### config.mk
export PLATFORM = sky130hd
export DESIGN_NAME = operand_fetch
export DESIGN_NICKNAME = d
export VERILOG_FILES = /design/src/rtl/operand_fetch_pkg.sv /design/src/rtl/operand_fetch_reg_file_core.sv /design/src/rtl/operand_fetch.sv
export SDC_FILE = /design/constraint.sdc
export NUM_CORES = 1
export LEC_CHECK = 0
export CELL_PAD_IN_SITES_DETAIL_PLACEMENT = 0
export CELL_PAD_IN_SITES_GLOBAL_PLACEMENT = 2
export CORE_ASPECT_RATIO = 1.2
export CORE_MARGIN = 1
export CORE_UTILIZATION = 41
export CTS_BUF_LIST = sky130_fd_sc_hd__clkbuf_2 sky130_fd_sc_hd__clkbuf_4 sky130_fd_sc_hd__clkbuf_8
export CTS_CLUSTER_SIZE = 8
export DETAILED_ROUTE_END_ITERATION = 7
export PLACE_DENSITY = 0.83
export REMOVE_ABC_BUFFERS = 1
export SLEW_MARGIN = 20
export SYNTH_ARGS = -nofsm -noshare
export SYNTH_HDL_FRONTEND = slang
export SYNTH_SLANG_ARGS = --single-unit
### constraint.sdc
create_clock -name clk -period 1.5 [get_ports clk]
set_clock_uncertainty 0.1 [all_clocks]
set_input_delay 0.375 -clock clk [delete_from_list [all_inputs] [get_ports clk]]
set_output_delay 0.375 -clock clk [all_outputs]
set_load 0.02 [all_outputs]
### src/rtl/operand_fetch_pkg.sv
// operand_fetch_pkg: shared widths, register address type and ALU op encoding
package operand_fetch_pkg;
   localparam int kDATA_W   = 8;
   localparam int kNUM_REGS = 16;
   localparam int kOP_W     = 4;
   typedef logic [$clog2(kNUM_REGS)-1:0] reg_addr_t;
   typedef enum logic [kOP_W-1:0] {
      kPASS_INPUTA = 4'h0,
      kPASS_INPUTB = 4'h1,
      kADD         = 4'h2,
      kSUB         = 4'h3,
      kAND         = 4'h4,
      kOR          = 4'h5,
      kXOR         = 4'h6,
      kNOT         = 4'h7,
      kSHL         = 4'h8,
      kSHR         = 4'h9
   } op_t;
endpackage

### src/rtl/operand_fetch_reg_file_core.sv
// reg_file_core: register storage, one write port, two combinational read ports
// Ports: clk, rst_n (async, active low); we/waddr/wdata write port;
//        raddr_a/raddr_b -> rdata_a/rdata_b read ports.
// R0 and addresses at or beyond NUM_REGS read as zero and ignore writes.
module reg_file_core
   import operand_fetch_pkg::*;
#(
   parameter int DATA_W   = kDATA_W,
   parameter int NUM_REGS = kNUM_REGS,
   localparam int AW      = $clog2(NUM_REGS)
) (
   input  logic              clk,
   input  logic              rst_n,
   input  logic              we,
   input  logic [AW-1:0]     waddr,
   input  logic [DATA_W-1:0] wdata,
   input  logic [AW-1:0]     raddr_a,
   input  logic [AW-1:0]     raddr_b,
   output logic [DATA_W-1:0] rdata_a,
   output logic [DATA_W-1:0] rdata_b
);
   localparam int DEPTH = 1 << AW;
   logic [DATA_W-1:0] mem [DEPTH];
   logic              waddr_ok;
   assign waddr_ok = waddr != '0 && int'(waddr) < NUM_REGS;
   always_ff @(posedge clk or negedge rst_n) begin
      if (!rst_n) begin
         for (int i = 0; i < DEPTH; i++) mem[i] <= '0;
      end else if (we && waddr_ok) begin
         mem[waddr] <= wdata;
      end
   end
   assign rdata_a = (raddr_a == '0 || int'(raddr_a) >= NUM_REGS) ? '0 : mem[raddr_a];
   assign rdata_b = (raddr_b == '0 || int'(raddr_b) >= NUM_REGS) ? '0 : mem[raddr_b];
endmodule

### src/rtl/operand_fetch.sv
// operand_fetch: register file read with writeback bypass, registered ALU operands, carry flag
// Ports: clk, rst_n (async, active low);
//        issue_valid/alu_op_in/rd_addr_a/rd_addr_b from decode; stall from downstream;
//        wr_en/wr_addr/wr_data writeback (ALU Out); carry_wr_en/carry_in (ALU CarryOut);
//        alu_op/input_a/input_b/op_valid to the ALU; carry_flag architectural carry.
module operand_fetch
   import operand_fetch_pkg::*;
#(
   parameter int DATA_W   = kDATA_W,
   parameter int NUM_REGS = kNUM_REGS,
   localparam int AW      = $clog2(NUM_REGS)
) (
   input  logic              clk,
   input  logic              rst_n,
   input  logic              issue_valid,
   input  op_t               alu_op_in,
   input  logic [AW-1:0]     rd_addr_a,
   input  logic [AW-1:0]     rd_addr_b,
   input  logic              stall,
   input  logic              wr_en,
   input  logic [AW-1:0]     wr_addr,
   input  logic [DATA_W-1:0] wr_data,
   input  logic              carry_wr_en,
   input  logic              carry_in,
   output op_t               alu_op,
   output logic [DATA_W-1:0] input_a,
   output logic [DATA_W-1:0] input_b,
   output logic              op_valid,
   output logic              carry_flag
);
   logic [DATA_W-1:0] rf_a, rf_b, rd_a, rd_b;
   logic [AW-1:0]     cap_a, cap_b;
   logic              wr_ok;
   // A write that will actually land; only such writes may bypass or refresh,
   // so R0 and out-of-range addresses keep reading zero.
   assign wr_ok = wr_en && wr_addr != '0 && int'(wr_addr) < NUM_REGS;
   reg_file_core #(.DATA_W(DATA_W), .NUM_REGS(NUM_REGS)) u_rf (
      .clk     (clk),
      .rst_n   (rst_n),
      .we      (wr_en),
      .waddr   (wr_addr),
      .wdata   (wr_data),
      .raddr_a (rd_addr_a),
      .raddr_b (rd_addr_b),
      .rdata_a (rf_a),
      .rdata_b (rf_b)
   );
   assign rd_a = (wr_ok && wr_addr == rd_addr_a) ? wr_data : rf_a;
   assign rd_b = (wr_ok && wr_addr == rd_addr_b) ? wr_data : rf_b;
   always_ff @(posedge clk or negedge rst_n) begin
      if (!rst_n) begin
         alu_op   <= kPASS_INPUTA;
         input_a  <= '0;
         input_b  <= '0;
         op_valid <= 1'b0;
         cap_a    <= '0;
         cap_b    <= '0;
      end else if (stall) begin
         // Held operands track writebacks to their source so they never go stale.
         if (wr_ok && wr_addr == cap_a) input_a <= wr_data;
         if (wr_ok && wr_addr == cap_b) input_b <= wr_data;
      end else begin
         alu_op   <= alu_op_in;
         op_valid <= issue_valid;
         input_a  <= rd_a;
         input_b  <= rd_b;
         cap_a    <= rd_addr_a;
         cap_b    <= rd_addr_b;
      end
   end
   always_ff @(posedge clk or negedge rst_n) begin
      if (!rst_n) carry_flag <= 1'b0;
      else if (carry_wr_en) carry_flag <= carry_in;
   end
endmodule

Word-level counts from Yosys, hierarchy flattened
Cells that the tools add are included.
- bits in registers: 158
- input port bits: 31
- order comparisons: 4
- eq/ne operators: 6
- muxes and demuxes: 17
- bitwise gates (word level): 3
- reductions and logical operators: 9
- operators by type and width (kind ; count):
    bitwise mux 128 bit ; 1
    two-way mux 8 bit ; 13
    binary-select mux 8 bit (select 4 bit) ; 2
    demux 8 bit (select 4 bit) ; 1
    equality test 4 bit ; 4
    >= comparator 5 bit, second input constant ; 3
    inverter 4 -> 5 bit ; 3
    logical NOT 4 bit ; 2
    logical AND 1 bit ; 6
    < comparator 5 x 1 -> 1 bit, second input constant ; 1
    inequality test 2 x 1 -> 1 bit, second input constant ; 2
    nonzero test 4 bit ; 1

Logic depth before layout (Yosys ltp)
- depth in word-level cells: 7
- gate-level depth with buffers: 6

Hierarchy
Synthesis repeated with hierarchy kept, for this count alone.
- cells, all modules: 600
- area, all modules: 8346.8 µm²
- by module, submodules not included (module ; times used ; cells an instance ; area each (µm²) ; seq. area each (µm²)):
    reg_file_core ; 1 ; 446 ; 6647.6 ; 3002.9
    operand_fetch ; 1 ; 154 ; 1699.1 ; 750.7

Worst setup path after synthesis
No wires, ideal clock.
- kind: input to register
- from: in rd_addr_b[2]
- to: reg input_b[5]
- arrival: 1.692 ns
- data required time: 1.260 ns
- setup slack: -0.432 ns
- cell stages on the path: 6
- buffers on the path: 2
- cell sequence: buf_2 > clkbuf_1 > mux4_1 > a22o_1 > a221oi_1 > o221ai_1
- longest elaborated chain between the ends: 7
- ends and longest elaborated chain (item ; RTL line ; text):
    from (decl) ; operand_fetch.sv:18 ; input logic [AW-1:0] rd_addr_b,
    inverter 4 -> 5 bit (not written as such) ; operand_fetch_reg_file_core.sv:34 ; assign rdata_b = (raddr_b == '0 || int'(raddr_b) >= NUM_REGS) ? '0 : mem[raddr_b];
    binary-select mux 8 bit (select 4 bit) ; operand_fetch_reg_file_core.sv:34 ;
    two-way mux 8 bit (not written as such) (2 in series) ; operand_fetch_reg_file_core.sv:34 ;
    two-way mux 8 bit ; operand_fetch_reg_file_core.sv:34 ;
    two-way mux 8 bit (*) ; operand_fetch.sv:49 ; assign rd_b = (wr_ok && wr_addr == rd_addr_b) ? wr_data : rf_b;
    two-way mux 8 bit (*) ; operand_fetch.sv:58 ; end else if (stall) begin
    to (signal assigned) ; operand_fetch.sv:61 ; if (wr_ok && wr_addr == cap_b) input_b <= wr_data;
    to (signal assigned) ; operand_fetch.sv:66 ; input_b <= rd_b;
    to (decl) ; operand_fetch.sv:27 ; output logic [DATA_W-1:0] input_b,
Every way passes the cells marked *; elsewhere a longest branch is shown, timed or not. The select of a mux whose other input is x is not followed.
A chain may end at the register's enable or synchronous reset.

Final worst setup path
- from: reg u_rf.mem[6] in the netlist's numbering
- to: reg input_b[6]
- longest elaborated chain between the ends: 6
- ends and longest elaborated chain (item ; RTL line ; text):
    from (decl) ; operand_fetch_reg_file_core.sv:23 ; logic [DATA_W-1:0] mem [DEPTH];
    from (signal, indexed assignment) ; operand_fetch_reg_file_core.sv:30 ; mem[waddr] <= wdata;
    binary-select mux 8 bit (select 4 bit) ; operand_fetch_reg_file_core.sv:34 ;
    two-way mux 8 bit (not written as such) (2 in series) ; operand_fetch_reg_file_core.sv:34 ;
    two-way mux 8 bit ; operand_fetch_reg_file_core.sv:34 ;
    two-way mux 8 bit ; operand_fetch.sv:49 ;
    two-way mux 8 bit ; operand_fetch.sv:58 ;
Every way passes these cells. The select of a mux whose other input is x is not followed.

==> impl_summary.txt <==
----------------------------------------------------
[Synthesis]
  Commonest cells in the netlist ... sky130_fd_sc_hd__dfrtp_1, sky130_fd_sc_hd__mux2_2, sky130_fd_sc_hd__mux4_1
  Most frequent cell after synthesis ... sky130_fd_sc_hd__dfrtp_1
  Average footprint of a synthesized cell ... 15.4 µm²
  Ys async rst share ... 100%
  Biggest area consumer among synthesized cells ... sky130_fd_sc_hd__dfrtp_1
  Sequential share of the synthesized area ... between 40% and 50%
  Flip-flop and latch count after synthesis ... about 160
  Count of flip-flops with a built-in enable after synthesis ... 0
  Leading cell types by total area after synthesis ... sky130_fd_sc_hd__dfrtp_1, sky130_fd_sc_hd__mux2_2, sky130_fd_sc_hd__mux4_1, sky130_fd_sc_hd__mux4_2, sky130_fd_sc_hd__a22o_1
  Cell area after technology mapping ... about 8600 µm²
  Leading register cell type out of synthesis ... sky130_fd_sc_hd__dfrtp_1
  Post-synthesis cell type count ... 42
  Synth warn ... 0
  Fraction of post-synthesis cell area in the top cell type by area ... approximately 46%
  Cell count after synthesis ... around 560

[Floorplan]
  Core area ... slightly above 20,000 µm²
  Core Rows ... 57
  Die ar. ... ~21,000 µm²
  Horiz. Die Dim ... 134 µm
  Effective utilization at floorplan ... between 40% and 50%
  # IOs ... 53
  Die height ... 160 µm

[Routing]
  Final ANT Viol Nets ... 0
  Via count of the routed design ... between 5,000 and 6,000
  Post-DR vias/cell ... 6.08
  DRT Pass-1 Iters ... 5
  WL per Instance ... about 24 µm
  Wire length reported by the detailed router ... between 20 and 25 mm
  DRC violations left ... 0
  Count of routing violations after the opening detailed-route iteration ... between 300 and 400

[Worst setup path]
  Terminus of the critical flop-to-flop path ... input_b[6]
  Reg-to-reg slack, setup ... -0.27 ns
  Maximum fanout along the worst path ... 3
  Slowest Stage Delay on Critical Path ... 0.51 ns
  Slowest library cell on the worst path ... sky130_fd_sc_hd__mux4_2
  Worst path required time ... 1.73 ns
  Worst Path Arrival ... 2.00 ns
  Kind of start point of the critical path ... register
  Chain of cells forming the critical path ... mux4_2, a22o_1, a221oi_2, o221ai_1
  Worst setup path class ... register to register
  Setup crit end kind ... register
  Path depth of the worst reg2reg path ... 4
  Startpoint of the most critical register-to-register path ... u_rf.mem[6]

[Clock tree]
  TritonCTS buffer count ... 17
  Clock buffer depth ... 2
  TritonCTS clock tree ... yes
  Clock transition at the registers of the reported paths ... about 0.080 ns
  Number of clock sinks seen by CTS ... around 160
  Clock latency at the later pin of the worst-skew pair ... 0.46 ns
  Clk Tree Root Cell ... sky130_fd_sc_hd__clkbuf_8
  Max H-tree Level ... 4

[STA]
  Setup repair after global routing missed its margin ... true
  Slew at the pin with the worst max-slew slack ... ~0.60 ns
  Final worst-path setup slack ... -0.270 ns
  Number of hold-slack violations in the final timing report ... 0
  Final-layout worst hold slack ... 0.262 ns
  Final period util ... 118%
  Max-slew violation total from the final report ... 0
  Final setup violating endpoints ... 16
  Clock period minus worst slack ... approximately 1.8 ns
  Slew headroom ... 59.7%
  Max Clock Freq ... approximately 570 MHz

[Finish]
  Fillers ... approximately 1,700
  Fraction of layout cells with a size suffix above 1 ... 55.7%
  Final nets ... 706
  Design Area, Final ... 10,700 µm²
  Antenna Diode Count ... 0
  Area added between synthesis and finish ... 25.4%

[Placement]
  Number of buffers added on ports ... 52
  Placed Instance Area ... around 10000 µm²
  Pre-CTS setup slack ... -1.01 ns
  Detailed Place HPWL ... ~16 mm
  Last weighted congestion value of the routability-driven placer ... between 0.8 and 0.9

[Pwr]
  Largest vdd supply drop ... 0.000592 V
  Clock share of power ... between 20% and 30%
  Int Power ... ~9000 µW
  Net switching power of the design ... about 3600 µW
  Share of total power in combinational logic ... roughly 28%
  Power share of the sequential group ... ~46%
  Net switching share of the total power ... 28.6%
  Lkg Pwr ... about 0.0045 µW
  Power Dens Cells ... around 1200 nW/µm²

[Global route]
  Total global-route track usage ... ~22%
  Aggregate global routing overflow ... 0
  Global-route wire length before repair ... 36.3 mm
  Maximum number of pins on one net before global-route repair ... 43
  Antenna violations before repair ... 0
  Number of global-route vias before repair ... between 6,000 and 7,000

[Outcome]
  Failing checks ... setup timing
  Status ... finished with violations

[Job]
  Number of max-capacitance violations reported ... 0

[Hold path]
  Tightest Hold Check Type ... primary input to async pin

----------------------------------------------------
critical path, delay by kind of cell, from the launching register on:
| family | cells | cell delay [ns] |
|---|---|---|
| flip-flops | 1 | 0.40 |
| AO/OA/AOI/OAI | 3 | 0.62 |
| multiplexers | 1 | 0.51 |
cells by family (layout without fill, tap and decap cells):
group,Yosys count,after routing,share of synthesized area [%]
mux,198,198,36.4
flops,158,158,46.2
compound gates,85,85,8.42
buf+inv,54,183,4.14
simple gates,46,46,3.19
xor+xnor,16,16,1.64
area by class of cell:
class	count	area (µm²)	area share (%)
multi-input combinational	345	4340	40.4
timing repair buffer	153	1710	15.9
tap	265	332	3.09
clock inverter	6	82.6	0.770
sequential	158	3950	36.9
clock buffer	24	318	2.96
cells in the final DEF, fill, tap and decap left out, drive strengths merged:
| master | n |
|---|---|
| xnor2 | 8 |
| mux4 | 64 |
| a22o | 16 |
| nand3 | 1 |
| nor4 | 2 |
| mux2 | 134 |
| or3 | 3 |
| a31oi | 16 |
| nand2 | 1 |
| xor2 | 8 |
| o221ai | 16 |
| nand4 | 2 |
| clkdlybuf4s15 | 2 |
| o41ai | 1 |
| a221oi | 16 |
| a211o | 2 |
| clkdlybuf4s50 | 20 |
| nand2b | 4 |
| o211ai | 16 |
| dlygate4sd3 | 1 |
| clkbuf | 25 |
| nor2 | 13 |
| nand3b | 2 |
| clkinv | 3 |
| nor3 | 2 |
| dlygate4sd2 | 4 |
| clkinvlp | 1 |
| and2 | 10 |
| buf | 122 |
| and2b | 1 |
| o21a | 2 |
| nor3b | 1 |
| bufinv | 2 |
| dfrtp | 158 |
| bufbuf | 3 |
| nor2b | 4 |
flip-flops by register name, summed over array words and instances, names as in the netlist:
name / count
op_valid: 1
input_a: 8
input_b: 8
cap_a: 4
carry_flag: 1
u_rf.mem: 128
cap_b: 4
alu_op: 4
worst max path at each step:
stage                start    endpoint  slack [ns]  cells past startpoint
5_1_grt        u_rf.mem[6]  input_b[6]       -0.33                      4
2_1_floorplan   wr_addr[0]  input_b[6]       -0.72                      4
3_3_place_gp    wr_addr[2]  input_b[6]        -1.0                      5
3_5_place_dp    wr_addr[2]  input_a[5]       -1.01                      5
4_1_cts        u_rf.mem[5]  input_b[5]       -0.25                      4
6_report       u_rf.mem[6]  input_b[6]       -0.27                      4
through the flow:
step | std cells | util (%) | TNS (ns) | power [µW]
finish | 951 | 52.8 | -3.72 | 12500
global route | 951 | 52.8 | -4.67 | 13100
CTS | 941 | 51.9 | -3.39 | 12400
detailed placement | 896 | 48.7 | -105.32 | 9000
global placement | 896 | 48.7 | -101.90 | 8820
floorplan | 503 | - | -15.74 | 7570
metal layers:
layer	GRT usage (%)	share of wire (%)	vias to the layer above
met5	0	0	-
met4	8.37	2.8	0
li1	-	-	2457
met3	3.90	4.8	46
met2	38.5	52	204
met1	28.0	40	3073
repair_timing:
action,in CTS,in global routing
cloned,4,0
resized for setup,180,35
setup buffers,14,10
setup endpoints to repair,158,120
hold buffers,1,0
pin swaps,26,7
endpoints found under the hold margin,44,0
power by group through the flow:
stage,Clock (µW),Combinational (µW),Sequential (µW)
after global routing,3470,3710,5910
after floorplan,0,1840,5730
after detailed placement,0,3180,5820
after global placement,0,3100,5720
after CTS,3280,3370,5770
final,3250,3490,5810
No activity file was read; power rests on OpenSTA's default activity.
